[src/rtl/detector_pkg.sv]
// Shared types and elaboration-time helpers for the serial pattern detector.
// Latency: n/a (types and constant functions only).
// Backpressure: n/a.
package detector_pkg;

   // State encodes how many leading pattern bits have been matched so far.
   typedef enum logic [2:0] {
      S0 = 3'd0,
      S1 = 3'd1,
      S2 = 3'd2,
      S3 = 3'd3,
      S4 = 3'd4
   } state_t;

   localparam logic [3:0] DEFAULT_PATTERN = 4'b0110;

   // Transition table indexed by {state, x}; entries for unused encodings 5..7
   // point back into the S0 row so a corrupted state recovers on the next edge.
   typedef logic [15:0][2:0] trans_t;

   // Longest suffix of (matched prefix, x) that is also a prefix of pattern.
   // Pattern MSB is the first bit received. From S4 the matched prefix is the
   // whole pattern when overlapping, otherwise matching restarts from nothing.
   function automatic state_t next_state(input logic [3:0] pattern,
                                         input state_t     st,
                                         input logic       x,
                                         input logic       overlap);
      int k;
      int pat;
      int v;
      int best;
      k = int'(st);
      if (k > 4 || (k == 4 && !overlap)) k = 0;
      pat  = int'(pattern);
      // v holds the k matched bits followed by x, i.e. k+1 bits, newest in LSB.
      v    = ((pat >> (4 - k)) << 1) | int'(x);
      best = 0;
      for (int l = 1; l <= 4; l++) begin
         if (l <= k + 1 && ((v & ((1 << l) - 1)) == (pat >> (4 - l))))
            best = l;
      end
      return state_t'(best[2:0]);
   endfunction

   function automatic trans_t build_table(input logic [3:0] pattern,
                                          input logic       overlap);
      trans_t     t;
      logic [3:0] idx;
      t = '0;
      for (int i = 0; i < 16; i++) begin
         idx    = 4'(i);
         t[idx] = next_state(pattern, state_t'(idx[3:1]), idx[0], overlap);
      end
      return t;
   endfunction

endpackage

[src/rtl/detector.sv]
// Serial 4-bit pattern detector (Moore FSM), overlapping or restart-after-match.
// Latency: z high in the cycle after the edge that samples the last pattern bit.
// Backpressure: none; one bit consumed every clk edge while reset is low.
//
// Ports:
//   x     - serial data bit, sampled on rising clk
//   clk   - rising-edge clock
//   reset - asynchronous, active-high; forces state S0 and z low
//   z     - detection flag, decoded from the state register only
module detector
   import detector_pkg::*;
#(
   parameter logic [3:0] PATTERN = DEFAULT_PATTERN,
   parameter bit         OVERLAP = 1'b1
) (
   input  logic x,
   input  logic clk,
   input  logic reset,
   output logic z
);

   // Whole next-state function resolved at elaboration; runtime logic is a
   // 16-entry lookup on {state, x}.
   localparam trans_t TABLE = build_table(PATTERN, OVERLAP);

   state_t state;
   state_t state_nxt;

   always_ff @(posedge clk or posedge reset) begin
      if (reset) state <= S0;
      else       state <= state_nxt;
   end

   always_comb begin
      state_nxt = S0;
      z         = 1'b0;
      state_nxt = state_t'(TABLE[{state, x}]);
      z         = (state == S4);
   end

endmodule

[config.mk]
export PLATFORM = sky130hd
export DESIGN_NAME = detector
export DESIGN_NICKNAME = d
export VERILOG_FILES = /design/src/rtl/detector_pkg.sv /design/src/rtl/detector.sv
export SDC_FILE = /design/constraint.sdc
export NUM_CORES = 1
export LEC_CHECK = 0
export ABC_AREA = 1
export CORE_AREA = 2 2 39 41
export CTS_CLUSTER_SIZE = 12
export DETAILED_ROUTE_END_ITERATION = 7
export DIE_AREA = 0 0 41 43
export DONT_BUFFER_PORTS = 1
export SYNTH_ARGS = -nofsm -noshare
export SYNTH_HDL_FRONTEND = slang
export SYNTH_SLANG_ARGS = --single-unit
[constraint.sdc]
create_clock -name clk -period 2.1 [get_ports clk]
set_clock_uncertainty 0.15 [all_clocks]
set_input_delay 0.315 -clock clk [delete_from_list [all_inputs] [get_ports clk]]
set_output_delay 0.315 -clock clk [all_outputs]
set_load 0.02 [all_outputs]
==> results_dict.tcl <==
set metrics [dict create \
    status "complete, no violations" \
    vias 134 \
    drt_wl_total_um 288 \
    irDropWorstVdd_mv 0.3027 \
    max_stage_delay_ns 0.41 \
    cts_setup_buffers 0 \
    setup-tns-final_ns 0 \
    syn2layout_area_growth_pct 49.58 \
    crit_arrival_ns 1.04 \
    first_iter_violations 0 \
    cp.required_ns 1.63 \
    slew-limit-headroom 0.8805 \
    fillCellCount 153 \
    slowest_stage "dfrtp_1" \
    cp-end-kind "output port" \
    synth.cell_area_sq_um 148.9 \
    power.density_mw_per_mm2 1202 \
    die_h_um 43 \
    fin_nets 30 \
    viasPerCell 3.190 \
    path_cells "inv_1 > nor3_1 > buf_4" \
    tightest_slew_ns 0.1779 \
    insertion_delay_ns 0.23 \
    synth_cells 19 \
    ff2ff_path_depth 5 \
    synth.top_cell.area_share 0.5042 \
    syn_avg_cell_area_sq_um 7.836 \
    cts_resized 0 \
    routabilityCongestion 0.6385 \
    netlist-cell-type-count 9 \
    drt_pre_antenna_iters 1 \
    fin_cells 42 \
    largest_reg_flops 3 \
    crit_type "flip-flop to output port" \
    r2r-start "state[1]" \
    layout-drive-gt1-share 0.2308 \
    synth.top_cells.by_area "dfrtp_1 50%, inv_1 10%, nand2_1 10%" \
    regMostFlops "state" \
    coreArea_sq_mm 0.001384 \
    synth_top_cell_by_area "dfrtp_1" \
    ctsHtreeMaxLevel 1 \
    ys_seq_elements 3 \
    grt_pass1_wl_um 476 \
    hold_end "state[1]" \
    rsz0062_at_grt "false" \
    cts_sinks 3 \
    overflow 0 \
    grt_pass1_vias 137 \
    p_leak_nw 0.1101 \
    grt_max_degree 6 \
    power.total_w 0.0002677 \
    reg2reg_setup_slack_ns 1.18 \
    wl_per_cell_um 6.857 \
    io_pins 4 \
    worstHoldPathType "primary input to flip-flop" \
    start_util 0.1076 \
    cts_buffers 3 \
    whs_path_depth 2 \
    slew_violations 0 \
    rows 14 \
    hold_viol 0 \
    die_x_um 41 \
    cp_top_family "flip-flops" \
    start_kind "flip-flop" \
    ant_nets 0 \
    cap_violations 0 \
    clk_pin_slew_ns 0.04 \
    largest_registers "state x3" \
    post-route-period-util 0.7152 \
    setup_viol 0 \
    antenna_found_initial 0 \
    critPathLaunch "state[2]" \
    cts_tree "built" \
    clockBufferDepth 2 \
    track_usage 0.04935 \
    stdcell_area_sq_um 222.7 \
    clock-root-buffer "clkbuf_4" \
    max_freq_mhz 665.8 \
    place_area_sq_um 176.4 \
    ys_seq_area_frac 0.5042 \
    dp_cells 36 \
    syn_nets 22 \
    holdCritStartpoint "x" \
    timing.rr.end "state[1]" \
    cp_max_fo 5 \
    antennaDiodeCount 0 \
    timing.critical_path.buf_inv 2 \
    drc 0 \
    min_period_ns 1.502 \
    port_buffers 0 \
    cts_hold_repair.buffers 2 \
    ys_warn_count 0 \
    die_area_sq_mm 0.001763 \
]
-- through the flow --
| stage | setup WS [ns] | util | hold slack, ns |
|---|---|---|---|
| final | 0.5980 | 0.1609 | 0.09764 |
| after global routing | 0.4672 | 0.1609 | 0.09817 |
| after detailed placement | 0.8287 | 0.1275 | -0.07290 |
| after floorplan | 0.7243 | - | -0.08136 |
| after CTS | 0.5747 | 0.1609 | 0.09113 |
| after global placement | 0.8487 | 0.1275 | -0.07231 |
-- how the worst max path moves through the flow --
stage          cells past startpoint  endpoint  slack [ns]
2_1_floorplan                      2         z        0.72
4_1_cts                            3         z        0.57
5_1_grt                            3         z        0.47
6_report                           3         z        0.60
3_5_place_dp                       3         z        0.83
3_3_place_gp                       3         z        0.85
-- logic make-up (layout without fill, tap and decap cells) --
logic type             Yosys count  after routing  share of synthesized area
buffers and inverters            5             12                     0.1260
DFF                              3              3                     0.5042
and+or+nand+nor                  9              9                     0.2773
AOI/OAI and AO/OA                2              2                    0.09242
-- Yosys cell counts, drive strengths merged --
| cell type | number |
|---|---|
| nand2 | 4 |
| o21ai | 2 |
| nand3 | 2 |
| dfrtp | 3 |
| nor3 | 2 |
| inv | 5 |
| nand4 | 1 |
-- report_power, final --
part           internal [W]  switching (W)
Clock             0.0000711      0.0000280
Sequential        0.0000801      0.0000240
Combinational     0.0000262      0.0000382
-- area by class of cell --
type	count	area [sq um]	area share
clock buffers	4	26.28	0.1180
well taps	16	20.02	0.08989
flip-flops and latches	3	75.07	0.3371
inverters	5	18.77	0.08427
repair buffers	3	27.53	0.1236
multi-input cells	11	55.05	0.2472
-- placed cells by master, fill, tap and decap left out --
cell type / n
dfrtp_1: 3
clkbuf_1: 1
inv_1: 4
nand4_1: 1
nand2_1: 4
o21ai_1: 1
o21ai_2: 1
buf_4: 1
dlygate4sd3_1: 2
inv_2: 1
clkbuf_4: 3
nor3_1: 2
nand3_1: 2
-- worst reg2reg max path: cells and delay by family (launching register included) --
family	cells	cell delay, ns
AND/OR/NAND/NOR	4	0.21
flip-flops	1	0.39
buffers and inverters	1	0.07
-- metal layers --
metal / part of all wire / vias to the layer above / global-route usage
met5: 0 / - / 0
met4: 0 / 0 / 0.08000
met3: 0.066 / 0 / 0.03141
met2: 0.47 / 3 / 0.05000
met1: 0.46 / 56 / 0.04870
li1: - / 75 / -
Note: power is estimated with default switching activity, not from simulation.
